[config.mk]
export PLATFORM = sky130hd
export DESIGN_NAME = dff_pipe
export DESIGN_NICKNAME = d
export VERILOG_FILES = /design/src/rtl/dff_pipe.sv
export SDC_FILE = /design/constraint.sdc
export NUM_CORES = 1
export LEC_CHECK = 0
export CAP_MARGIN = 10
export CELL_PAD_IN_SITES_DETAIL_PLACEMENT = 1
export CELL_PAD_IN_SITES_GLOBAL_PLACEMENT = 1
export CORE_AREA = 4 4 75 77
export CTS_CLUSTER_SIZE = 28
export DETAILED_ROUTE_END_ITERATION = 8
export DIE_AREA = 0 0 79 81
export GPL_ROUTABILITY_DRIVEN = 0
export PLACE_DENSITY = 0.79
export RECOVER_POWER = 100
export SLEW_MARGIN = 20
export SYNTH_ARGS = -nofsm -noshare
export SYNTH_HDL_FRONTEND = slang
export SYNTH_SLANG_ARGS = --single-unit
[constraint.sdc]
create_clock -name clk -period 3.15 [get_ports clk]
set_input_delay 0.7875 -clock clk [delete_from_list [all_inputs] [get_ports clk]]
set_output_delay 0.7875 -clock clk [all_outputs]
set_load 0.01 [all_outputs]
[src/rtl/dff_pipe.sv]
// dff_pipe: WIDTH-bit, DEPTH-stage registered delay line with one valid bit
// per stage. It supports stall (en=0), flush, a runtime-selectable output
// tap and an occupancy counter that tracks the number of valid stages.
module dff_pipe #(
   parameter int               WIDTH   = 8,
   parameter int               DEPTH   = 4,
   parameter logic [WIDTH-1:0] RST_VAL = '0,
   localparam int              TW      = (DEPTH > 1) ? $clog2(DEPTH) : 1,
   localparam int              CW      = $clog2(DEPTH + 1)
) (
   input  logic             clk,
   input  logic             rst,
   input  logic             en,
   input  logic             flush,
   input  logic [WIDTH-1:0] d,
   input  logic             d_valid,
   input  logic [TW-1:0]    tap,
   output logic [WIDTH-1:0] q,
   output logic             q_valid,
   output logic [WIDTH-1:0] q_tap,
   output logic             q_tap_valid,
   output logic [CW-1:0]    count
);

   // Stage storage: stage 0 is the newest entry and stage DEPTH-1 the oldest.
   logic [WIDTH-1:0] r_data [DEPTH];
   logic [DEPTH-1:0] r_valid;
   logic [CW-1:0]    r_count;

   // Tap mux results.
   logic [WIDTH-1:0] w_tap_data;
   logic             w_tap_valid;

   // Data stages: reset to RST_VAL, otherwise shift on en. A flush leaves
   // the data untouched because the cleared valid bits already hide it.
   always_ff @(posedge clk) begin
      if (rst) begin
         // NOTE: the data stages are individual flops, not a RAM, so each
         // one can take a defined reset value.
         for (int i = 0; i < DEPTH; i++) begin
            r_data[i] <= RST_VAL;
         end
      end else if (!flush && en) begin
         // NOTE: non-blocking assignments make every stage load its
         // neighbour's pre-edge value, whatever the loop order.
         r_data[0] <= d;
         for (int i = 1; i < DEPTH; i++) begin
            r_data[i] <= r_data[i-1];
         end
      end
   end

   // Valid bits and occupancy: rst and flush both empty the pipe. While
   // shifting, the count rises for an entering valid and falls for the
   // valid that leaves the last stage, so it always matches popcount(v).
   always_ff @(posedge clk) begin
      if (rst || flush) begin
         r_valid <= '0;
         r_count <= '0;
      end else if (en) begin
         r_valid[0] <= d_valid;
         for (int i = 1; i < DEPTH; i++) begin
            r_valid[i] <= r_valid[i-1];
         end
         r_count <= r_count + CW'(d_valid) - CW'(r_valid[DEPTH-1]);
      end
   end

   // Tap select. When tap >= DEPTH no stage index matches, so the output
   // falls back to the last stage. This gives the clamp.
   always_comb begin
      // NOTE: the defaults come first so that every path assigns both outputs
      // and no latch is inferred.
      w_tap_data  = r_data[DEPTH-1];
      w_tap_valid = r_valid[DEPTH-1];
      for (int i = 0; i < DEPTH; i++) begin
         if (tap == TW'(i)) begin
            w_tap_data  = r_data[i];
            w_tap_valid = r_valid[i];
         end
      end
   end

   assign q           = r_data[DEPTH-1];
   assign q_valid     = r_valid[DEPTH-1];
   assign q_tap       = w_tap_data;
   assign q_tap_valid = w_tap_valid;
   assign count       = r_count;

endmodule

-- Word-level counts from Yosys, hierarchy flattened
Memory sizes are Yosys's and may differ from the RTL's.
Index checks and enable logic that the tools add are counted.
- add/sub/neg operators: 2
- multiply operators: 0
- div/mod/pow operators: 0
- $lt $le $gt $ge: 0
- eq/ne operators: 3
- shift operators: 0
- multiplexer cells: 17
- bitwise logic cells: 4
- reduce and logical (&&, ||, !) cells: 4
- operators with widths (operator ; count):
    2-to-1 mux 8 bit ; 8
    2-to-1 mux 1 bit ; 9
    == test 2 bit (second input constant) ; 2
    OR 1 bit ; 4
    adder 3 x 1 -> 3 bit ; 1
    subtractor 3 x 1 -> 3 bit ; 1
    == test 2 x 1 -> 1 bit (second input constant) ; 1
    zero test 2 bit ; 1
    logical AND 1 bit ; 1
    zero test 1 bit ; 1
    logical OR 1 bit ; 1
- flip-flop bits (word level): 7
- latch bits: 0
- memory bits (writable): 32
- ROM bits: 0
- input bits: 15
- output and inout bits: 21
- word-level logic and storage cells: 33
- memories: 1
- memory list (memory ; depth ; bits a word ; read ports ; clocked after memory_dff ; wr ports ; RTL line ; source):
    r_data ; 4 ; 8 ; 4 ; 0 ; 4 ; 26 ; logic [WIDTH-1:0] r_data [DEPTH];

-- Logic depth before layout (Yosys ltp)
Gate-level depths: netlist (run 1).
- depth after elaboration: 6
- gate-level depth with buffers: 8
- depth with buffers taken out: 8

-- Worst setup path after synthesis (run 1)
No wires, ideal clock.
- kind: input -> register
- start point: in en
- end point: mem r_data[0][0], enable pin
- arrival time: 2.640 ns
- setup slack: 0.082 ns
- stages on the path: 3
- path buffers: 1
- path through: buf_2 inv_2 o21bai_1
- RTL lines (what ; RTL line ; source):
    from (decl) ; 13 ; input logic en,
    to (decl) ; 26 ;

-- Worst setup path after layout (run 1)
- start point: in tap[0]
- end point: out q_tap_valid
- word-level cells in the longest chain between the ends: 5
- elaborated cells between the ends (all ways): 8
- those cells by class: eq/ne: 3; mux: 4; reduce/logical: 1
- ends and longest elaborated chain (what ; RTL line ; source):
    from (decl) ; 17 ; input logic [TW-1:0] tap,
    zero test 2 bit ; 77 ; if (tap == TW'(i)) begin
    2-to-1 mux 1 bit (3 in a row) ; 77 ;
    2-to-1 mux 1 bit * ; 77 ;
    to (decl) ; 21 ; output logic q_tap_valid,
Mark *: on every way between the ends. The rest lies on a longest branch, timed or not.

==> flow_results.xml, run 1 <==
<?xml version="1.0" encoding="UTF-8"?>
<metrics>
  <group name="status">
    <metric name="status" unit="">completed</metric>
  </group>
  <group name="timing">
    <metric name="final_min_period_over_clock_period" unit="%">97.19</metric>
    <metric name="worst_pin_slew" unit="ns">0.9397</metric>
    <metric name="final_max_slew_viol_count" unit="">0</metric>
    <metric name="final.setup.tns" unit="ns">0</metric>
    <metric name="layout_min_cycle_time" unit="ns">3.061</metric>
    <metric name="hold_violation_total_from_the_final_report" unit="">0</metric>
    <metric name="fmax" unit="MHz">326.7</metric>
    <metric name="setup_violations" unit="">0</metric>
    <metric name="grt_setup_unrepaired" unit="">false</metric>
    <metric name="slew-limit-headroom" unit="%">37.29</metric>
    <metric name="holdWs" unit="ns">0.5334</metric>
    <metric name="clock-skew-final" unit="ns">0.005911</metric>
  </group>
  <group name="floorplanning">
    <metric name="fp.coreArea" unit="um2">5010</metric>
    <metric name="floorplan.die.width" unit="um">79</metric>
    <metric name="rows" unit="">26</metric>
    <metric name="start_util" unit="%">36.64</metric>
    <metric name="die_height" unit="um">81</metric>
    <metric name="io_pins" unit="">36</metric>
    <metric name="dieArea" unit="um2">6399</metric>
  </group>
  <group name="finish">
    <metric name="antenna_cells_inserted" unit="">0</metric>
    <metric name="layout.filler_cells" unit="">545</metric>
    <metric name="final_nets" unit="">171</metric>
    <metric name="areaGrowthSynthToFinish" unit="%">24.54</metric>
    <metric name="commonest_non_fill_non_tap_cell_in_the_layout" unit="">sky130_fd_sc_hd__edfxtp_1</metric>
    <metric name="drive_gt1_share" unit="%">13.64</metric>
    <metric name="most_frequent_cells_in_the_layout" unit="">sky130_fd_sc_hd__edfxtp_1, sky130_fd_sc_hd__and2_0, sky130_fd_sc_hd__dlygate4sd3_1, sky130_fd_sc_hd__clkdlybuf4s50_1</metric>
  </group>
  <group name="synthesis">
    <metric name="synth_top_cell_by_area" unit="">sky130_fd_sc_hd__edfxtp_1</metric>
    <metric name="synth_top_area_share" unit="%">52.35</metric>
    <metric name="postSynthAreaPerCell" unit="um2">14.92</metric>
    <metric name="netlist_area_before_placement" unit="um2">1836</metric>
    <metric name="ys_seq_area_share" unit="%">59.99</metric>
    <metric name="yosys_warnings" unit="">0</metric>
    <metric name="synth.lib_cells_used.distinct" unit="">20</metric>
    <metric name="synth_nets" unit="">141</metric>
    <metric name="synth.top_cells.by_area" unit="">sky130_fd_sc_hd__edfxtp_1, sky130_fd_sc_hd__mux4_2, sky130_fd_sc_hd__and2_1</metric>
    <metric name="syn_inst" unit="">123</metric>
    <metric name="postSynthRegisterBits" unit="">39</metric>
  </group>
  <group name="critical_path">
    <metric name="crit_path_start_kind" unit="">input pin</metric>
    <metric name="endpoint_class_of_the_critical_path" unit="">output pin</metric>
    <metric name="timing_worst_setup_path_type" unit="">input pin to output pin</metric>
    <metric name="crit_fanout" unit="">9</metric>
    <metric name="critPathArrivalTime" unit="ns">2.27</metric>
    <metric name="critical-path-top-delay-family" unit="">buffers and inverters</metric>
    <metric name="worst-endpoint-required" unit="ns">2.36</metric>
    <metric name="cpMaxStageDelayCell" unit="">sky130_fd_sc_hd__clkdlybuf4s50_1</metric>
    <metric name="cells_traversed_along_the_worst_timing_path" unit="">clkdlybuf4s50_1 &gt; buf_12 &gt; mux4_2 &gt; dlygate4sd2_1</metric>
    <metric name="cp_num_buf_inv" unit="">3</metric>
    <metric name="timing.critical_path.slowest_cell_delay" unit="ns">0.51</metric>
  </group>
  <group name="global_routing">
    <metric name="grt-ovfl-total" unit="">0</metric>
    <metric name="routing_layer_with_the_top_usage_in_global_route" unit="">met2</metric>
    <metric name="use_met2" unit="%">22.05</metric>
    <metric name="antenna_found_initial" unit="">0</metric>
    <metric name="grt_max_degree" unit="">33</metric>
    <metric name="grtUsageMet3" unit="%">3.437</metric>
    <metric name="grt_pass1_wl" unit="um">5927</metric>
    <metric name="met1_usage" unit="%">14.33</metric>
    <metric name="grt_use_total" unit="%">12.56</metric>
    <metric name="grt_pass1_vias" unit="">1177</metric>
  </group>
  <group name="power_and_ir_drop">
    <metric name="power_leakage" unit="uW">0.0008843</metric>
    <metric name="powerDensity" unit="nW/um2">488.1</metric>
    <metric name="totalPowerFinal" unit="uW">1116</metric>
    <metric name="max-vdd-ir-drop" unit="V">0.0001841</metric>
  </group>
  <group name="clocking">
    <metric name="clock_latency" unit="ns">0.29</metric>
    <metric name="tritoncts" unit="">yes</metric>
    <metric name="clock-sinks" unit="">39</metric>
    <metric name="cts.htree.levels" unit="">2</metric>
    <metric name="clk_transition_reported_paths" unit="ns">0.07</metric>
    <metric name="numCtsBuffers" unit="">5</metric>
    <metric name="root_buffer" unit="">sky130_fd_sc_hd__clkbuf_8</metric>
    <metric name="clock_tree.buffer_depth" unit="">2</metric>
  </group>
  <group name="flow_run">
    <metric name="max-cap-violations" unit="">0</metric>
  </group>
  <group name="detailed_routing">
    <metric name="dr_total_vias" unit="">1024</metric>
    <metric name="avgRoutedWirePerCell" unit="um">16.02</metric>
    <metric name="viasPerCell" unit="">4.571</metric>
    <metric name="first_pass_iters" unit="">4</metric>
    <metric name="drtIter0Drc" unit="">78</metric>
    <metric name="drt-total-wl" unit="um">3588</metric>
    <metric name="route.detailed.drc" unit="">0</metric>
    <metric name="antenna_violating_nets_post_route" unit="">0</metric>
  </group>
  <group name="hold_path">
    <metric name="worstHoldPathType" unit="">register to register</metric>
  </group>
  <group name="placement">
    <metric name="port-buffer-count" unit="">35</metric>
    <metric name="dp.final_hpwl" unit="um">2564</metric>
  </group>
</metrics>
layer usage:
layer / wire length [um] / vias up
met5: 0 / -
met4: 42 / 0
met3: 210 / 5
met2: 1865 / 29
met1: 1469 / 510
li1: - / 480
cell families after synthesis:
kind of cell,count (synthesis),share of synthesized area [%]
muxes,15,14.31
buffers and inverters,21,7.702
and+or+nand+nor,41,13.77
xor gates and xnor gates,1,0.4773
adders and majority gates,3,2.454
DFF,39,59.99
AOI/OAI and AO/OA,3,1.296
cell type report:
| type | count | area, um2 | area share (%) |
|---|---|---|---|
| sequential | 39 | 1101 | 48.17 |
| clock buffer | 5 | 68.82 | 3.010 |
| timing repair buffer | 38 | 384.1 | 16.80 |
| inverter | 6 | 22.52 | 0.9852 |
| multi-input combinational | 63 | 583.1 | 25.51 |
| clock inverter | 3 | 38.79 | 1.697 |
| tap | 70 | 87.58 | 3.831 |
flip-flops by register name, indices dropped and copies added (netlist names):
name     cells
r_valid      4
count        3
r_data      32
worst reg2reg max path, stage by stage, from the launching register on:
cell and delay (ns):
sky130_fd_sc_hd__dfxtp_1 0.36, sky130_fd_sc_hd__inv_1 0.06, sky130_fd_sc_hd__ha_1 0.26, sky130_fd_sc_hd__inv_1 0.04, sky130_fd_sc_hd__ha_1 0.18, sky130_fd_sc_hd__fa_1 0.38
sky130_fd_sc_hd__xnor2_1 0.22, sky130_fd_sc_hd__a211oi_1 0.11, sky130_fd_sc_hd__a31o_1 0.20
repair_timing:
item	4_1_cts	5_1_grt
resized for setup	9	0
setup endpoints to repair	9	0
hold buffers	0	0
setup buffers	0	0
synthesized netlist by cell type:
cell type                  number
sky130_fd_sc_hd__buf_2          2
sky130_fd_sc_hd__inv_1          5
sky130_fd_sc_hd__nor2_8         1
sky130_fd_sc_hd__o21bai_1       1
sky130_fd_sc_hd__buf_6          4
sky130_fd_sc_hd__fa_1           1
sky130_fd_sc_hd__inv_2          1
sky130_fd_sc_hd__a211oi_1       1
sky130_fd_sc_hd__clkbuf_1       1
sky130_fd_sc_hd__ha_1           2
sky130_fd_sc_hd__buf_4          8
sky130_fd_sc_hd__a31o_1         1
sky130_fd_sc_hd__mux2i_1        6
sky130_fd_sc_hd__nor2_1         7
sky130_fd_sc_hd__dfxtp_1        7
sky130_fd_sc_hd__xnor2_1        1
sky130_fd_sc_hd__or2_1          1
sky130_fd_sc_hd__and2_1        32
sky130_fd_sc_hd__edfxtp_1      32
sky130_fd_sc_hd__mux4_2         9
final timing paths:
| path | slack [ns] | start | end | cells after the start |
|---|---|---|---|---|
| worst max-delay path | 0.09 | tap[0] | q_tap_valid | 4 |
| worst min-delay path | 0.53 | r_valid[1] | r_valid[1] | 2 |
| worst max register to register | 1.23 | count[0] | count[2] | 8 |
| worst min register to register | 0.53 | r_valid[1] | r_valid[1] | 2 |
metrics by stage:
stage | setup WS, ns | cell area (um2) | utilization [%] | instances
after floorplan | 0.08167 | 1836 | - | 123
after global placement | -0.1165 | 2206 | 44.03 | 216
after detailed placement | -0.1145 | 2206 | 44.03 | 216
after CTS | 0.06799 | 2302 | 45.95 | 224
after global routing | 0.04322 | 2286 | 45.63 | 224
final | 0.08867 | 2286 | 45.63 | 224
where the power goes:
group | internal, uW | switching (uW) | leakage (uW) | total [uW]
logic | 65.2 | 51.4 | 0.000434 | 117
registers | 588 | 14.4 | 0.000395 | 602
clock network | 232 | 165 | 0.0000556 | 397
No activity file was read; power rests on OpenSTA's default activity.
==> inputs of run 2 (changes only) <==
- CORE_AREA: 4 4 75 77 -> 4 4 69 71
- DIE_AREA: 0 0 79 81 -> 0 0 73 75
- DONT_BUFFER_PORTS: unset -> 1
- PLACE_DENSITY: 0.79 -> 0.77
- SLEW_MARGIN: 20 -> unset
==> run 2 against run 1 <==
The run now ends with capacitance limit, slew limit left. Die area is 14% lower. First-iteration DRC count is 6.4% lower. Utilization is 1.5 points lower. Worst setup slack better by 0.66 ns. Cell count is 25% lower. Critical path depth is 1 lower. Critical path type is now input pin to register.
==> flow_results.xml, run 2 (same netlist as run 1, synthesis figures left out) <==
<?xml version="1.0" encoding="UTF-8"?>
<metrics>
  <group name="timing">
    <metric name="layout_min_cycle_time" unit="ns">2.406</metric>
    <metric name="final_max_slew_viol_count" unit="">33</metric>
    <metric name="grt_setup_unrepaired" unit="">false</metric>
    <metric name="fmax" unit="MHz">415.6</metric>
    <metric name="hold_violation_total_from_the_final_report" unit="">0</metric>
    <metric name="final_min_period_over_clock_period" unit="%">76.38</metric>
    <metric name="slew-limit-headroom" unit="%">-16.20</metric>
    <metric name="setup_violations" unit="">0</metric>
    <metric name="final.setup.tns" unit="ns">0</metric>
    <metric name="clock-skew-final" unit="ns">0.006621</metric>
    <metric name="worst_pin_slew" unit="ns">1.743</metric>
  </group>
  <group name="clocking">
    <metric name="tritoncts" unit="">yes</metric>
    <metric name="clock_latency" unit="ns">0.28</metric>
    <metric name="clock-sinks" unit="">39</metric>
    <metric name="clock_tree.buffer_depth" unit="">2</metric>
    <metric name="postCtsHoldBufs" unit="">0</metric>
    <metric name="clk_transition_reported_paths" unit="ns">0.07</metric>
    <metric name="post-cts-setup-buffers" unit="">0</metric>
    <metric name="root_buffer" unit="">sky130_fd_sc_hd__clkbuf_8</metric>
    <metric name="cts.htree.levels" unit="">2</metric>
    <metric name="numCtsBuffers" unit="">5</metric>
    <metric name="cts_repair_resize_count" unit="">0</metric>
  </group>
  <group name="global_routing">
    <metric name="grt-ovfl-total" unit="">0</metric>
    <metric name="grt_use_total" unit="%">12.71</metric>
    <metric name="grt_pass1_vias" unit="">955</metric>
    <metric name="use_met2" unit="%">19.17</metric>
    <metric name="grt_max_degree" unit="">33</metric>
    <metric name="antenna_found_initial" unit="">0</metric>
    <metric name="routing_layer_with_the_top_usage_in_global_route" unit="">met2</metric>
    <metric name="grt_pass1_wl" unit="um">5016</metric>
    <metric name="met1_usage" unit="%">15.82</metric>
    <metric name="grtUsageMet3" unit="%">5.741</metric>
  </group>
  <group name="detailed_routing">
    <metric name="avgRoutedWirePerCell" unit="um">18.34</metric>
    <metric name="first_pass_iters" unit="">3</metric>
    <metric name="antenna_violating_nets_post_route" unit="">0</metric>
    <metric name="route.detailed.drc" unit="">0</metric>
    <metric name="drtIter0Drc" unit="">73</metric>
    <metric name="drt-total-wl" unit="um">3100</metric>
    <metric name="viasPerCell" unit="">5.219</metric>
    <metric name="dr_total_vias" unit="">882</metric>
  </group>
  <group name="critical_path">
    <metric name="crit_path_start_kind" unit="">input pin</metric>
    <metric name="timing_worst_setup_path_type" unit="">input pin to register</metric>
    <metric name="critical-path-top-delay-family" unit="">buffers and inverters</metric>
    <metric name="cells_traversed_along_the_worst_timing_path" unit="">inv_1 &gt; o21bai_2 &gt; clkbuf_1</metric>
    <metric name="critPathArrivalTime" unit="ns">2.28</metric>
    <metric name="cp_num_buf_inv" unit="">2</metric>
    <metric name="cpMaxStageDelayCell" unit="">sky130_fd_sc_hd__clkbuf_1</metric>
    <metric name="timing.critical_path.slowest_cell_delay" unit="ns">1.26</metric>
    <metric name="crit_fanout" unit="">32</metric>
    <metric name="worst-endpoint-required" unit="ns">3.03</metric>
    <metric name="endpoint_class_of_the_critical_path" unit="">register</metric>
  </group>
  <group name="finish">
    <metric name="most_frequent_cells_in_the_layout" unit="">sky130_fd_sc_hd__edfxtp_1, sky130_fd_sc_hd__and2_1, sky130_fd_sc_hd__and2_0, sky130_fd_sc_hd__mux4_2</metric>
    <metric name="drive_gt1_share" unit="%">13.68</metric>
    <metric name="multi_input_area" unit="um2">596.8</metric>
    <metric name="layout.area.seq" unit="um2">1101</metric>
    <metric name="areaGrowthSynthToFinish" unit="%">1.840</metric>
    <metric name="antenna_cells_inserted" unit="">0</metric>
    <metric name="final_nets" unit="">134</metric>
    <metric name="layout.filler_cells" unit="">418</metric>
    <metric name="regMostFlops" unit="">r_data</metric>
    <metric name="commonest_non_fill_non_tap_cell_in_the_layout" unit="">sky130_fd_sc_hd__edfxtp_1</metric>
    <metric name="largest_reg_flops" unit="">32</metric>
  </group>
  <group name="floorplanning">
    <metric name="dieArea" unit="um2">5475</metric>
    <metric name="floorplan.die.width" unit="um">73</metric>
    <metric name="die_height" unit="um">75</metric>
    <metric name="start_util" unit="%">43.35</metric>
    <metric name="fp.coreArea" unit="um2">4234</metric>
    <metric name="io_pins" unit="">36</metric>
    <metric name="rows" unit="">24</metric>
  </group>
  <group name="status">
    <metric name="status" unit="">finished, violations left</metric>
    <metric name="failed_checks" unit="">capacitance limit, slew limit</metric>
  </group>
  <group name="power_and_ir_drop">
    <metric name="power_leakage" unit="uW">0.0006854</metric>
    <metric name="max-vdd-ir-drop" unit="V">0.0002610</metric>
    <metric name="totalPowerFinal" unit="uW">983.3</metric>
    <metric name="powerDensity" unit="nW/um2">526.0</metric>
  </group>
  <group name="placement">
    <metric name="port-buffer-count" unit="">0</metric>
    <metric name="dp.final_hpwl" unit="um">2137</metric>
  </group>
  <group name="hold_path">
    <metric name="worstHoldPathType" unit="">register to register</metric>
  </group>
  <group name="flow_run">
    <metric name="max-cap-violations" unit="">1</metric>
  </group>
</metrics>
-- run 2: routing by layer --
| layer | up-vias | share of wire [%] |
|---|---|---|
| li1 | 407 | - |
| met1 | 439 | 42 |
| met2 | 31 | 49 |
| met3 | 5 | 7.9 |
| met4 | 0 | 1.2 |
| met5 | - | 0 |
-- run 2: worst min-delay path: cells and delay by family, from the launching register on --
kind             cells  cell delay [ns]
DFF                  1             0.36
muxes                1             0.08
and+or+nand+nor      1             0.07
-- run 2: stage by stage --
stage	hold WS, ns	setup slack [ns]	cell area, um2	instances	utilization [%]
6_report	0.5401	0.7439	1869	169	44.15
3_3_place_gp	0.4940	1.047	1793	161	42.35
3_5_place_dp	0.5241	1.042	1793	161	42.35
5_1_grt	0.5646	0.6108	1869	169	44.15
4_1_cts	0.5418	1.043	1873	169	44.24
2_1_floorplan	0.4772	0.08167	1836	123	-
-- run 2: path summary, 6_finish.rpt --
check / startpoint / endpoint / slack [ns] / cells after the start
max reg2reg: count[0] / count[2] / 1.18 / 8
max: en / r_data[0][26] / 0.74 / 3
min: r_valid[2] / r_valid[2] / 0.54 / 2
min reg2reg: r_valid[2] / r_valid[2] / 0.54 / 2
-- run 2: cell type report --
cell class | instances | share of cell area, %
multi-input combinational | 63 | 31.93
clock buffer | 8 | 4.284
sequential | 39 | 58.90
inverter | 6 | 1.205
timing repair buffer | 1 | 0.2008
tap | 52 | 3.481
-- run 2: report_power, final --
group	switching (uW)	internal [uW]	total [uW]
registers	18.5	589	607
logic	32.0	28.9	60.9
clock network	158	157	315
